File: src/rtl/video_dram_fetch_if.sv
// Video-port bus between the fetch block (master) and the DRAM arbiter (slave).
interface video_dram_fetch_if;
  logic        dram_req;
  logic [20:0] dram_addr;
  logic        dram_ack;
  logic        dram_rdy;
  logic [15:0] dram_rdata;

  modport master (
    output dram_req,
    output dram_addr,
    input  dram_ack,
    input  dram_rdy,
    input  dram_rdata
  );

  modport slave (
    input  dram_req,
    input  dram_addr,
    output dram_ack,
    output dram_rdy,
    output dram_rdata
  );
endinterface

File: src/rtl/video_dram_fetch.sv
// Paces video DRAM reads from the mode decoder's address/bandwidth budget and
// buffers the returned words in a small FIFO drained by the renderer.
module video_dram_fetch #(
  parameter int DEPTH = 8
) (
  input  logic                      clk,
  input  logic                      rst_n,
  input  logic                      line_start_s,
  input  logic                      video_go,
  input  logic                      dram_slot,
  input  logic [4:0]                video_bw,
  input  logic [20:0]               video_addr,
  output logic                      video_next,
  video_dram_fetch_if.master        dram,
  input  logic                      fetch_stb,
  output logic [15:0]               vdata,
  output logic                      vdata_vld,
  output logic                      underrun
);

  localparam int AW = $clog2(DEPTH);
  localparam int CW = AW + 1;

  typedef enum logic [1:0] {
    IDLE = 2'd0,
    REQ  = 2'd1,
    WAIT = 2'd2
  } state_t;

  state_t          state;
  state_t          state_nxt;

  logic [2:0]      slot;
  logic [2:0]      used;
  logic [2:0]      need;
  logic [2:0]      win_last;

  logic [15:0]     mem [DEPTH];
  logic [AW-1:0]   wr_ptr;
  logic [AW-1:0]   rd_ptr;
  logic [AW-1:0]   wr_idx;
  logic [CW-1:0]   count;
  logic [CW:0]     fill;

  logic            outstanding;
  logic            credit_ok;
  logic            budget;
  logic            issue;
  logic            push;
  logic            do_pop;
  logic            slot_wrap;

  // Illegal encodings fall back to the most conservative budget: 1 read per 8 slots.
  always_comb begin
    need     = 3'd1;
    win_last = 3'd7;
    case (video_bw[2:0])
      3'b010:  need = 3'd2;
      3'b100:  need = 3'd4;
      default: need = 3'd1;
    endcase
    case (video_bw[4:3])
      2'b00:   win_last = 3'd1;
      2'b01:   win_last = 3'd3;
      default: win_last = 3'd7;
    endcase
  end

  assign outstanding = (state != IDLE);
  assign fill        = {1'b0, count} + {{CW{1'b0}}, outstanding};
  assign credit_ok   = (fill < (CW+1)'(DEPTH));
  assign budget      = video_go && (used < need) && credit_ok;
  assign issue       = rst_n && (state == IDLE) && dram_slot && budget;
  assign slot_wrap   = video_go && dram_slot && (slot >= win_last);

  assign vdata_vld   = (count != '0);
  assign vdata       = mem[rd_ptr];
  assign do_pop      = fetch_stb && vdata_vld;
  assign wr_idx      = line_start_s ? '0 : wr_ptr;

  always_ff @(posedge clk) begin
    if (!rst_n) begin
      state <= IDLE;
    end else begin
      state <= state_nxt;
    end
  end

  always_comb begin
    state_nxt     = state;
    video_next    = 1'b0;
    dram.dram_req = 1'b0;
    push          = 1'b0;
    case (state)
      IDLE: begin
        if (issue) begin
          state_nxt  = REQ;
          video_next = 1'b1;
        end
      end
      REQ: begin
        dram.dram_req = 1'b1;
        if (dram.dram_ack) state_nxt = WAIT;
      end
      WAIT: begin
        if (dram.dram_rdy) begin
          push      = 1'b1;
          state_nxt = IDLE;
        end
      end
      default: state_nxt = IDLE;
    endcase
  end

  always_ff @(posedge clk) begin
    if (!rst_n) begin
      dram.dram_addr <= '0;
    end else if (issue) begin
      dram.dram_addr <= video_addr;
    end
  end

  // A window wrap clears the read count even if a read issues on the same slot.
  always_ff @(posedge clk) begin
    if (!rst_n || line_start_s) begin
      slot <= '0;
      used <= '0;
    end else begin
      if (!video_go) begin
        slot <= '0;
      end else if (dram_slot) begin
        slot <= slot_wrap ? 3'd0 : slot + 3'd1;
      end
      if (slot_wrap) begin
        used <= '0;
      end else if (issue) begin
        used <= used + 3'd1;
      end
    end
  end

  // A flush still accepts a word arriving on the same clock into the emptied FIFO.
  always_ff @(posedge clk) begin
    if (!rst_n) begin
      for (int i = 0; i < DEPTH; i++) mem[i] <= '0;
      wr_ptr   <= '0;
      rd_ptr   <= '0;
      count    <= '0;
      underrun <= 1'b0;
    end else begin
      if (fetch_stb && !vdata_vld) underrun <= 1'b1;
      if (push) mem[wr_idx] <= dram.dram_rdata;
      if (line_start_s) begin
        wr_ptr <= AW'(push);
        rd_ptr <= '0;
        count  <= CW'(push);
      end else begin
        if (push)   wr_ptr <= wr_ptr + AW'(1);
        if (do_pop) rd_ptr <= rd_ptr + AW'(1);
        count <= count + CW'(push) - CW'(do_pop);
      end
    end
  end

endmodule

File: src/flat_wrapper.sv
// flat-port wrapper written by rule: the top's interface ports become plain ports
module video_dram_fetch_flat 
#(
  parameter int DEPTH = 8
)
  (clk, rst_n, line_start_s, video_go, dram_slot, video_bw, video_addr, video_next, fetch_stb, vdata, vdata_vld, underrun, dram_dram_req, dram_dram_addr, dram_dram_ack, dram_dram_rdy, dram_dram_rdata);
  video_dram_fetch_if dram_i ();
  input  logic clk;
  input  logic rst_n;
  input  logic line_start_s;
  input  logic video_go;
  input  logic dram_slot;
  input  logic [4:0] video_bw;
  input  logic [20:0] video_addr;
  output logic video_next;
  input  logic fetch_stb;
  output logic [15:0] vdata;
  output logic vdata_vld;
  output logic underrun;
  output wire logic [$bits(dram_i.dram_req)-1:0] dram_dram_req;
  output wire logic [$bits(dram_i.dram_addr)-1:0] dram_dram_addr;
  input wire logic [$bits(dram_i.dram_ack)-1:0] dram_dram_ack;
  input wire logic [$bits(dram_i.dram_rdy)-1:0] dram_dram_rdy;
  input wire logic [$bits(dram_i.dram_rdata)-1:0] dram_dram_rdata;
  assign dram_dram_req = dram_i.dram_req;
  assign dram_dram_addr = dram_i.dram_addr;
  assign dram_i.dram_ack = dram_dram_ack;
  assign dram_i.dram_rdy = dram_dram_rdy;
  assign dram_i.dram_rdata = dram_dram_rdata;
  video_dram_fetch #(.DEPTH(DEPTH)) u_core (.clk(clk), .rst_n(rst_n), .line_start_s(line_start_s), .video_go(video_go), .dram_slot(dram_slot), .video_bw(video_bw), .video_addr(video_addr), .video_next(video_next), .dram(dram_i), .fetch_stb(fetch_stb), .vdata(vdata), .vdata_vld(vdata_vld), .underrun(underrun));
endmodule
File: config.mk
export PLATFORM = sky130hd
export DESIGN_NAME = video_dram_fetch_flat
export DESIGN_NICKNAME = d
export VERILOG_FILES = /design/src/rtl/video_dram_fetch_if.sv /design/src/rtl/video_dram_fetch.sv /design/src/flat_wrapper.sv
export SDC_FILE = /design/constraint.sdc
export NUM_CORES = 1
export LEC_CHECK = 0
export BUFFER_PORTS_ARGS = -buffer_cell sky130_fd_sc_hd__buf_4
export CELL_PAD_IN_SITES_DETAIL_PLACEMENT = 0
export CELL_PAD_IN_SITES_GLOBAL_PLACEMENT = 2
export CORE_ASPECT_RATIO = 1.4
export CORE_UTILIZATION = 41
export DETAILED_ROUTE_END_ITERATION = 7
export PLACE_DENSITY = 0.76
export SLEW_MARGIN = 5
export SYNTH_ARGS = -nofsm -noshare
export SYNTH_HDL_FRONTEND = slang
export SYNTH_SLANG_ARGS = --single-unit
File: constraint.sdc
create_clock -name clk -period 3.1 [get_ports clk]
set_input_delay 0 -clock clk [delete_from_list [all_inputs] [get_ports clk]]
set_output_delay 0 -clock clk [all_outputs]
set_load 0.005 [all_outputs]
# [Word-level counts from Yosys, hierarchy flattened]
# Memory sizes are Yosys's and may differ from the RTL's. A register that Yosys moved wholly into a read port is not among the register bits.
# Index checks and enable logic that the tools add are counted.
[word_totals] regBits=40 ramBits=128 input_bits=50 output_inout_bits=41 word_cells=78 n_memories=1
[op_classes] n_addsub=7 order_cmp=3 n_eq_ne=8 muxes=25 bitwise=2 n_reduce_logical=22
[mem_list] memory="u_core.mem" depth=8 width=16 rd=1 rd_clocked_by_memory_dff=1 write_ports=8 line="video_dram_fetch.sv:38" text="logic [15:0] mem [DEPTH];"
[ops] operator="$mux W16" count=1
[ops] operator="$reduce_or A16 Y1" count=1
[ops] operator="$mux W3" count=5
[ops] operator="$mux W1" count=13
[ops] operator="$add A3 B1 Y3 const B" count=4
[ops] operator="$pmux W3 S2" count=2
[ops] operator="$logic_and A1 B1 Y1" count=9
[ops] operator="$mux W2" count=3
[ops] operator="$pmux W2 S3" count=1
[ops] operator="$reduce_or A2 Y1" count=3
[ops] operator="$add A4 B1 Y5" count=1
[ops] operator="$lt A5 B4 Y1 const B" count=1
[ops] operator="$add A4 B1 Y4" count=1
[ops] operator="$eq A2 B1 Y1 const B" count=2
[ops] operator="$logic_not A2 Y1" count=2
[ops] operator="$ne A2 B2 Y1 const B" count=2
[ops] operator="$reduce_bool A2 Y1" count=2
[ops] operator="$reduce_bool A4 Y1" count=1
[ops] operator="$sub A4 B1 Y4" count=1
[ops] operator="$eq A3 B2 Y1 const B" count=1
[ops] operator="$eq A3 B3 Y1 const B" count=1
[ops] operator="$ge A3 B3 Y1" count=1
[ops] operator="$lt A3 B3 Y1" count=1
[ops] operator="$reduce_and A3 Y1" count=1
[ops] operator="other kinds (5)" count=7

# [Longest topological paths before layout]
# Gate-level depths: netlist of the first run.
[logic_depth] depth_word=8 ltp_mapped=12

# [Worst setup path before layout of the first run]
# No wires, ideal clock.
[synth_timing] path_type="flip-flop to flip-flop" from="register u_core.wr_ptr[1]" to="memory u_core.mem[3][0], enable pin" setup_time_ns=0.411 t_arrival_ns=2.085 setup_slack_ns=0.604 path_stages_with_launch=3 n_path_buf=0 synth_period_minus_slack_ns=2.496 cell_sequence="dfxtp_1 > or3b_1 > o21ai_0"
[synth_rtl] item="start, declared" line="video_dram_fetch.sv:39" text="logic [AW-1:0] wr_ptr;"
[synth_rtl] item="start signal, assigned" line="video_dram_fetch.sv:154" text="wr_ptr <= AW'(push);"
[synth_rtl] item="start signal, assigned" line="video_dram_fetch.sv:158" text="if (push) wr_ptr <= wr_ptr + AW'(1);"
[synth_rtl] item="end, declared" line="video_dram_fetch.sv:38"

==> impl_metrics.xml, run 1 <==
<?xml version="1.0" encoding="UTF-8"?>
<metrics>
  <group name="global_route">
    <metric name="grtUsageMet3" unit="%">3.31</metric>
    <metric name="grtUsageTotal" unit="%">19.0</metric>
    <metric name="global_route.usage.met1" unit="%">22.0</metric>
    <metric name="grt_overflow" unit="">0</metric>
    <metric name="largest_net_degree_at_the_start_of_global_routing" unit="">45</metric>
    <metric name="grt_first_pass_wirelength" unit="um">27600</metric>
    <metric name="grt_most_used_layer" unit="">met2</metric>
    <metric name="number_of_antenna_violations_at_the_first_check_in_global_routing" unit="">0</metric>
    <metric name="met2_track_utilization_from_global_routing" unit="%">34.7</metric>
    <metric name="vias_in_the_first_global_route" unit="">5040</metric>
  </group>
  <group name="layout">
    <metric name="final-instance-count-excl-fill" unit="">957</metric>
    <metric name="post_route_cells_drive_above_1_share" unit="%">27.3</metric>
    <metric name="multi_input_comb_area" unit="mm2">0.00288</metric>
    <metric name="final_util" unit="%">52.4</metric>
    <metric name="area.growth.synth_to_final" unit="%">25.2</metric>
    <metric name="layout.filler_cells" unit="">1623</metric>
    <metric name="antenna-diode-count" unit="">0</metric>
    <metric name="layout.area.seq" unit="mm2">0.00471</metric>
    <metric name="finalNetCount" unit="">765</metric>
  </group>
  <group name="yosys">
    <metric name="synthesis.area_per_instance" unit="um2">13.8</metric>
    <metric name="postSynthRegisterBits" unit="">171</metric>
    <metric name="mapped_area" unit="mm2">0.00778</metric>
    <metric name="number_of_instances_in_the_synthesized_netlist" unit="">566</metric>
    <metric name="async_reset_ff_share" unit="%">0</metric>
    <metric name="synthesis.nets" unit="">630</metric>
    <metric name="synth_enable_flop_cells" unit="">128</metric>
    <metric name="synth_sequential_area_ratio" unit="%">60.4</metric>
    <metric name="synth_top_flop_cell" unit="">sky130_fd_sc_hd__edfxtp_1</metric>
    <metric name="synthDistinctLibCells" unit="">46</metric>
    <metric name="yosysWarningCount" unit="">0</metric>
  </group>
  <group name="routing">
    <metric name="drc_errors" unit="">0</metric>
    <metric name="route.final.wire_length" unit="um">17200</metric>
    <metric name="antenna_violating_nets_post_route" unit="">0</metric>
    <metric name="detailroute.via_count" unit="">4821</metric>
    <metric name="drt-pass1-iter-count" unit="">4</metric>
    <metric name="avgRoutedWirePerCell" unit="um">18.0</metric>
    <metric name="post_drt_via_cell_ratio" unit="">5.04</metric>
    <metric name="drt_first_iter_violations" unit="">298</metric>
  </group>
  <group name="die">
    <metric name="floorplan.initialDensity" unit="%">41.8</metric>
    <metric name="chipWidth" unit="um">118</metric>
    <metric name="fp-row-count" unit="">59</metric>
    <metric name="dieHeight" unit="um">165</metric>
    <metric name="design.core.area" unit="mm2">0.0186</metric>
    <metric name="floorplan.die_area" unit="mm2">0.0196</metric>
    <metric name="floorplan.io_pins" unit="">91</metric>
  </group>
  <group name="timing">
    <metric name="hold_ws" unit="ps">52.8</metric>
    <metric name="timing_hold_violations_final" unit="">0</metric>
    <metric name="fmax" unit="MHz">404</metric>
    <metric name="final_min_period_over_clock_period" unit="%">79.8</metric>
    <metric name="slew_headroom" unit="%">38.1</metric>
    <metric name="final.min_clock_period" unit="ps">2470</metric>
    <metric name="slew_of_the_pin_with_the_lowest_slew_margin" unit="ps">927</metric>
    <metric name="timing_max_transition_violations_final" unit="">0</metric>
    <metric name="timing.clock.skew" unit="ps">9.52</metric>
    <metric name="rsz_0062_raised_after_global_routing" unit="">false</metric>
    <metric name="setup-violations-final" unit="">0</metric>
    <metric name="tns" unit="ps">0</metric>
  </group>
  <group name="power_and_ir_drop">
    <metric name="power" unit="W">0.00539</metric>
    <metric name="worst_ir_drop_vdd" unit="uV">275</metric>
    <metric name="leakage" unit="nW">3.70</metric>
    <metric name="cellPowerDensity" unit="mW/mm2">554</metric>
  </group>
  <group name="cts">
    <metric name="clock_tree_from_tritoncts" unit="">built</metric>
    <metric name="post_cts_buffers" unit="">0</metric>
    <metric name="clk_pin_slew" unit="ps">60</metric>
    <metric name="clk_root_buffer_cell" unit="">sky130_fd_sc_hd__clkbuf_16</metric>
    <metric name="hold_buffers" unit="">45</metric>
    <metric name="cts-resized-gates" unit="">0</metric>
    <metric name="cts_inserted_buffers" unit="">17</metric>
    <metric name="insertion_delay" unit="ps">430</metric>
    <metric name="cts.path.max_buffers" unit="">2</metric>
    <metric name="ctsHtreeMaxLevel" unit="">4</metric>
    <metric name="numClockSinks" unit="">171</metric>
  </group>
  <group name="setup_path">
    <metric name="worstRegToRegCells" unit="">5</metric>
    <metric name="r2r-end" unit="">u_core.mem[4][12]</metric>
    <metric name="worst-path-max-fanout" unit="">17</metric>
    <metric name="crit_path_leading_delay_family" unit="">simple AND/OR/NAND/NOR gates</metric>
    <metric name="cp_cell_sequence" unit="">and3b_1 &gt; nand2_4 &gt; nor3_4 &gt; buf_4 &gt; nand2b_1</metric>
    <metric name="critPathArrivalTime" unit="ps">2520</metric>
    <metric name="critPathKind" unit="">flop to flop</metric>
    <metric name="reg2reg_from" unit="">u_core.state[1]</metric>
    <metric name="startpoint" unit="">u_core.state[1]</metric>
    <metric name="reg2reg_slack" unit="ps">630</metric>
    <metric name="crit_path_start_kind" unit="">flop</metric>
    <metric name="critical_path_buf_inv_count" unit="">1</metric>
    <metric name="max_stage_delay" unit="ps">670</metric>
    <metric name="crit_slowest_cell" unit="">sky130_fd_sc_hd__nand2b_1</metric>
    <metric name="path_length_in_cells_of_the_critical_path" unit="">5</metric>
    <metric name="crit_required" unit="ps">3150</metric>
    <metric name="cp_endpoint_kind" unit="">flop</metric>
  </group>
  <group name="hold_path">
    <metric name="hold_start" unit="">rst_n</metric>
    <metric name="hold_crit_path_type" unit="">input port to flop</metric>
    <metric name="min_delay_worst_endpoint" unit="">u_core.state[0]</metric>
    <metric name="hold_depth" unit="">2</metric>
  </group>
  <group name="outcome">
    <metric name="run_status" unit="">complete, no violations</metric>
  </group>
  <group name="place">
    <metric name="numPortBuffers" unit="">90</metric>
    <metric name="post-place-cells" unit="">881</metric>
    <metric name="place.gp.congestion" unit="">0.730</metric>
    <metric name="dp.final_hpwl" unit="um">11800</metric>
  </group>
  <group name="run">
    <metric name="maxCapViolations" unit="">0</metric>
  </group>
</metrics>
==> worst max path at each step <==
stage | end | slack [ps]
3_5_place_dp | u_core.mem[6][5] | 580
2_1_floorplan | u_core.mem[3][0] | 600
3_3_place_gp | u_core.mem[6][2] | 660
6_report | u_core.mem[4][12] | 630
4_1_cts | u_core.mem[6][13] | 570
5_1_grt | u_core.mem[6][4] | 430
==> state kept, by name, summed over array words and instances, names as in the netlist, named ones only <==
register and cells:
u_core.underrun 1, u_core.state 2, u_core.rd_ptr 3, u_core.slot 3, u_core.dram.dram_addr 21, u_core.used 3, u_core.wr_ptr 3, u_core.count 4
u_core.mem 128
==> kinds of logic (layout without fill, tap and decap cells) <==
kind of cell / count (synthesis) / count (layout) / synth area share (%)
and+or+nand+nor: 241 / 241 / 18.6
AOI/OAI and AO/OA: 36 / 36 / 2.65
buffers and inverters: 41 / 188 / 2.60
DFF: 171 / 171 / 60.4
muxes: 56 / 56 / 12.6
xor gates and xnor gates: 7 / 7 / 0.788
adders and majority gates: 14 / 14 / 2.35
==> cell type report <==
cell class                      count  share of cell area [%]
Clock buffer                       18                    4.40
Multi-Input combinational cell    354                    29.5
Timing Repair Buffer              148                    12.8
Sequential cell                   171                    48.3
Inverter                            9                   0.347
Tap cell                          244                    3.13
Clock inverter                     13                    1.46
==> stage by stage <==
stage	cell area [um2]	setup slack, ps
finish	9740	626
global route	9740	429
CTS	9740	567
detailed placement	8720	576
global placement	8720	656
floorplan	7780	604
==> synthesized netlist by cell type, types with 5 or more instances <==
cell                         n  share of area [%]
sky130_fd_sc_hd__clkbuf_1    8               0.39
sky130_fd_sc_hd__inv_1       9               0.43
sky130_fd_sc_hd__mux2_2     16                2.3
sky130_fd_sc_hd__edfxtp_1  128                 49
sky130_fd_sc_hd__nand2b_1   10               0.80
sky130_fd_sc_hd__o21ai_1    18                1.2
sky130_fd_sc_hd__mux4_2     32                9.3
sky130_fd_sc_hd__nand2_1    36                1.7
sky130_fd_sc_hd__mux2i_1     8                1.0
sky130_fd_sc_hd__ha_1       13                2.1
sky130_fd_sc_hd__a21oi_1     6               0.39
sky130_fd_sc_hd__buf_4       7               0.68
sky130_fd_sc_hd__nand3_1    20                1.3
sky130_fd_sc_hd__nor2b_1     5               0.40
sky130_fd_sc_hd__buf_2      11               0.71
sky130_fd_sc_hd__dfxtp_1    43                 11
sky130_fd_sc_hd__nor2_1     14               0.68
sky130_fd_sc_hd__and2_1    130                 10
==> per-layer routing <==
| metal | up-vias | part of all wire, % |
|---|---|---|
| li1 | 2305 | - |
| met1 | 2405 | 42 |
| met2 | 92 | 54 |
| met3 | 19 | 2.7 |
| met4 | 0 | 1.9 |
| met5 | - | 0 |
==> report_power, final <==
group / total, W / switching (W) / internal, W
clock network: 0.00209 / 0.000900 / 0.00119
registers: 0.00262 / 0.0000693 / 0.00255
logic: 0.000681 / 0.000300 / 0.000381
==> cells in the final DEF, fill, tap and decap left out, types with 2 or more instances in the layout <==
master	count
sky130_fd_sc_hd__mux2i_1	8
sky130_fd_sc_hd__nand4b_1	3
sky130_fd_sc_hd__dfxtp_1	42
sky130_fd_sc_hd__a21o_1	2
sky130_fd_sc_hd__nand3_1	20
sky130_fd_sc_hd__nor2_2	4
sky130_fd_sc_hd__clkinvlp_4	2
sky130_fd_sc_hd__edfxtp_1	128
sky130_fd_sc_hd__o21ai_1	22
sky130_fd_sc_hd__nor3_4	3
sky130_fd_sc_hd__buf_4	101
sky130_fd_sc_hd__dlygate4sd3_1	45
sky130_fd_sc_hd__nor2b_1	5
sky130_fd_sc_hd__mux4_2	32
sky130_fd_sc_hd__bufinv_16	2
sky130_fd_sc_hd__a21oi_1	6
sky130_fd_sc_hd__and3_1	3
sky130_fd_sc_hd__nand3b_1	4
sky130_fd_sc_hd__ha_1	13
sky130_fd_sc_hd__and2_1	130
sky130_fd_sc_hd__inv_1	9
sky130_fd_sc_hd__clkinv_4	2
sky130_fd_sc_hd__nand2b_1	10
sky130_fd_sc_hd__nor2_1	14
sky130_fd_sc_hd__xnor2_1	3
sky130_fd_sc_hd__clkinv_2	3
sky130_fd_sc_hd__buf_12	2
sky130_fd_sc_hd__clkbuf_16	17
sky130_fd_sc_hd__inv_6	4
sky130_fd_sc_hd__xor2_1	4
sky130_fd_sc_hd__mux2_2	16
sky130_fd_sc_hd__nand2_1	36
Power figures use the tool's default switching activity.
==> run 2: changes to the inputs <==
==> constraint.sdc (replaced) <==
create_clock -name clk -period 2.3 [get_ports clk]
set_input_delay 0 -clock clk [delete_from_list [all_inputs] [get_ports clk]]
set_output_delay 0 -clock clk [all_outputs]
set_load 0.005 [all_outputs]
==> run 2 against run 1 <==
  * Sequential power up 33%
  * Design area up 2.7%
  * First-iteration DRC count down 4.7%
  * Sequential share of layout area down 1.3 points
  * Largest cell class unchanged
  * Highest routed layer unchanged
==> impl_metrics.xml, run 2 (synthesis results as in run 1) <==
<?xml version="1.0" encoding="UTF-8"?>
<metrics>
  <group name="die">
    <metric name="floorplan.io_pins" unit="">91</metric>
    <metric name="floorplan.die_area" unit="mm2">0.0196</metric>
    <metric name="dieHeight" unit="um">165</metric>
    <metric name="floorplan.initialDensity" unit="%">41.8</metric>
    <metric name="chipWidth" unit="um">118</metric>
    <metric name="design.core.area" unit="mm2">0.0186</metric>
    <metric name="fp-row-count" unit="">59</metric>
  </group>
  <group name="routing">
    <metric name="drt-pass1-iter-count" unit="">4</metric>
    <metric name="avgRoutedWirePerCell" unit="um">18.5</metric>
    <metric name="antenna_violating_nets_post_route" unit="">0</metric>
    <metric name="drt_first_iter_violations" unit="">284</metric>
    <metric name="drc_errors" unit="">0</metric>
    <metric name="post_drt_via_cell_ratio" unit="">5.08</metric>
    <metric name="detailroute.via_count" unit="">4960</metric>
    <metric name="route.final.wire_length" unit="um">18000</metric>
  </group>
  <group name="global_route">
    <metric name="largest_net_degree_at_the_start_of_global_routing" unit="">33</metric>
    <metric name="grt_overflow" unit="">0</metric>
    <metric name="grt_first_pass_wirelength" unit="um">28200</metric>
    <metric name="number_of_antenna_violations_at_the_first_check_in_global_routing" unit="">0</metric>
    <metric name="vias_in_the_first_global_route" unit="">5263</metric>
    <metric name="grtUsageTotal" unit="%">19.5</metric>
  </group>
  <group name="place">
    <metric name="place.gp.congestion" unit="">0.716</metric>
    <metric name="post-place-cells" unit="">895</metric>
    <metric name="numPortBuffers" unit="">90</metric>
    <metric name="dp.final_hpwl" unit="um">10700</metric>
  </group>
  <group name="outcome">
    <metric name="run_status" unit="">complete, no violations</metric>
  </group>
  <group name="setup_path">
    <metric name="crit_required" unit="ps">2590</metric>
    <metric name="critPathArrivalTime" unit="ps">2500</metric>
    <metric name="critical_path_buf_inv_count" unit="">4</metric>
    <metric name="crit_slowest_cell" unit="">sky130_fd_sc_hd__fa_2</metric>
    <metric name="crit_path_leading_delay_family" unit="">adder cells</metric>
    <metric name="cp_cell_sequence" unit="">inv_2 &gt; ha_4 &gt; or3b_4 &gt; nand2_4 &gt; inv_2 &gt; ha_4 &gt; inv_2 &gt; ha_4 &gt; inv_2 &gt; fa_2 &gt; nor2_1</metric>
    <metric name="cpMostUsedCell" unit="">sky130_fd_sc_hd__inv_2</metric>
    <metric name="reg2reg_from" unit="">u_core.count[2]</metric>
    <metric name="worstRegToRegCells" unit="">11</metric>
    <metric name="critPathKind" unit="">flop to flop</metric>
    <metric name="worst-path-max-fanout" unit="">2</metric>
    <metric name="cp_endpoint_kind" unit="">flop</metric>
    <metric name="reg2reg_slack" unit="ps">90</metric>
    <metric name="crit_path_start_kind" unit="">flop</metric>
    <metric name="max_stage_delay" unit="ps">550</metric>
    <metric name="path_length_in_cells_of_the_critical_path" unit="">11</metric>
    <metric name="r2r-end" unit="">u_core.count[1]</metric>
  </group>
  <group name="hold_path">
    <metric name="hold_depth" unit="">6</metric>
    <metric name="hold_start" unit="">video_bw[4]</metric>
    <metric name="hold_crit_path_type" unit="">input port to flop</metric>
    <metric name="min_delay_worst_endpoint" unit="">u_core.slot[0]</metric>
  </group>
  <group name="timing">
    <metric name="timing.clock.skew" unit="ps">7.22</metric>
    <metric name="final_min_period_over_clock_period" unit="%">96.1</metric>
    <metric name="slew_headroom" unit="%">64.5</metric>
    <metric name="hold_ws" unit="ps">171</metric>
    <metric name="slew_of_the_pin_with_the_lowest_slew_margin" unit="ps">532</metric>
    <metric name="rsz_0062_raised_after_global_routing" unit="">false</metric>
    <metric name="setup-violations-final" unit="">0</metric>
    <metric name="timing_max_transition_violations_final" unit="">0</metric>
    <metric name="fmax" unit="MHz">453</metric>
    <metric name="timing_hold_violations_final" unit="">0</metric>
    <metric name="final.min_clock_period" unit="ps">2210</metric>
  </group>
  <group name="cts">
    <metric name="insertion_delay" unit="ps">420</metric>
    <metric name="cts.path.max_buffers" unit="">2</metric>
    <metric name="ctsHtreeMaxLevel" unit="">4</metric>
    <metric name="numClockSinks" unit="">171</metric>
    <metric name="clk_pin_slew" unit="ps">60</metric>
    <metric name="cts_inserted_buffers" unit="">17</metric>
    <metric name="clock_tree_from_tritoncts" unit="">built</metric>
    <metric name="clk_root_buffer_cell" unit="">sky130_fd_sc_hd__clkbuf_16</metric>
  </group>
  <group name="layout">
    <metric name="post_route_cells_drive_above_1_share" unit="%">30.6</metric>
    <metric name="antenna-diode-count" unit="">0</metric>
    <metric name="top_regs" unit="">u_core.mem: 128 flops, u_core.dram.dram_addr: 21 flops, u_core.count: 4 flops</metric>
    <metric name="final-instance-count-excl-fill" unit="">977</metric>
    <metric name="final_common_cell" unit="">sky130_fd_sc_hd__and2_1</metric>
    <metric name="final_util" unit="%">53.8</metric>
    <metric name="layout.filler_cells" unit="">1607</metric>
    <metric name="registers.top_by_ff_count" unit="">u_core.mem</metric>
    <metric name="finalNetCount" unit="">784</metric>
    <metric name="area.growth.synth_to_final" unit="%">28.6</metric>
    <metric name="largest_register_ffs" unit="">128</metric>
    <metric name="layout_common_cells" unit="">130 x sky130_fd_sc_hd__and2_1, 128 x sky130_fd_sc_hd__edfxtp_1, 114 x sky130_fd_sc_hd__buf_4</metric>
  </group>
  <group name="power_and_ir_drop">
    <metric name="worst_ir_drop_vdd" unit="uV">409</metric>
    <metric name="leakage" unit="nW">3.84</metric>
    <metric name="cellPowerDensity" unit="mW/mm2">740</metric>
  </group>
  <group name="run">
    <metric name="maxCapViolations" unit="">0</metric>
  </group>
</metrics>
[run 2: cell types whose count changed in the layout (fill, tap and decap cells not counted), moves of 2 or more]
cell / delta
sky130_fd_sc_hd__buf_12: +5
sky130_fd_sc_hd__buf_4: +13
sky130_fd_sc_hd__clkinv_1: +2
sky130_fd_sc_hd__ha_1: -3
sky130_fd_sc_hd__ha_4: +3
sky130_fd_sc_hd__inv_1: -5
sky130_fd_sc_hd__inv_2: +5
[run 2: cell type report]
cell class	count	area (um2)	share of cell area, %
sequential	171	4710	47.0
multi-input combinational	354	2930	29.3
timing repair buffer	167	1460	14.6
clock buffer	18	429	4.29
tap	244	305	3.05
clock inverter	14	145	1.45
inverter	9	33.8	0.338
[run 2: worst register-to-register path: stages, from the launching register on]
cell and delay (ps):
sky130_fd_sc_hd__dfxtp_1 300, sky130_fd_sc_hd__inv_2 70, sky130_fd_sc_hd__ha_4 140, sky130_fd_sc_hd__or3b_4 390, sky130_fd_sc_hd__nand2_4 70, sky130_fd_sc_hd__inv_2 40, sky130_fd_sc_hd__ha_4 230, sky130_fd_sc_hd__inv_2 60
sky130_fd_sc_hd__ha_4 130, sky130_fd_sc_hd__inv_2 40, sky130_fd_sc_hd__fa_2 550, sky130_fd_sc_hd__nor2_1 50
[run 2: metal layers]
layer	global-route usage [%]	up-vias	routed length (um)
met5	0	-	0
met4	7.19	0	335
met3	3.21	22	777
met2	37.8	126	10100
met1	21.3	2470	6840
li1	-	2342	-
[run 2: power by group]
group          leakage [nW]  switching [W]  internal, W
clock network         0.276        0.00119      0.00160
registers              1.67      0.0000529      0.00344
logic                  1.89       0.000493     0.000626
[run 2: per-stage QoR]
step	TNS (ps)	total power [W]	cell area, um2	setup slack (ps)
5_1_grt	0	0.00771	10000	21.4
2_1_floorplan	-4910	0.00409	7790	-154
4_1_cts	0	0.00745	9970	9.69
6_report	0	0.00740	10000	90.4
3_3_place_gp	0	0.00449	8890	6.61
3_5_place_dp	-225	0.00453	8890	-119
[run 2: worst max-delay path by stage]
stage,from,end,slack [ps]
2_1_floorplan,u_core.state[1],u_core.mem[7][0],-150
3_3_place_gp,u_core.count[2],u_core.count[2],7
3_5_place_dp,u_core.count[2],u_core.count[2],-120
4_1_cts,u_core.count[2],u_core.count[1],10
5_1_grt,u_core.count[2],u_core.count[3],20
6_report,u_core.count[2],u_core.count[1],90
[run 2: repair_timing]
action	in CTS	in global routing
hold buffers	46	0
cloned	0	0
hold endpoints to repair	161	0
pin swaps	5	2
buffers inserted	3	1
setup endpoints to repair	3	3
resized for setup	9	6
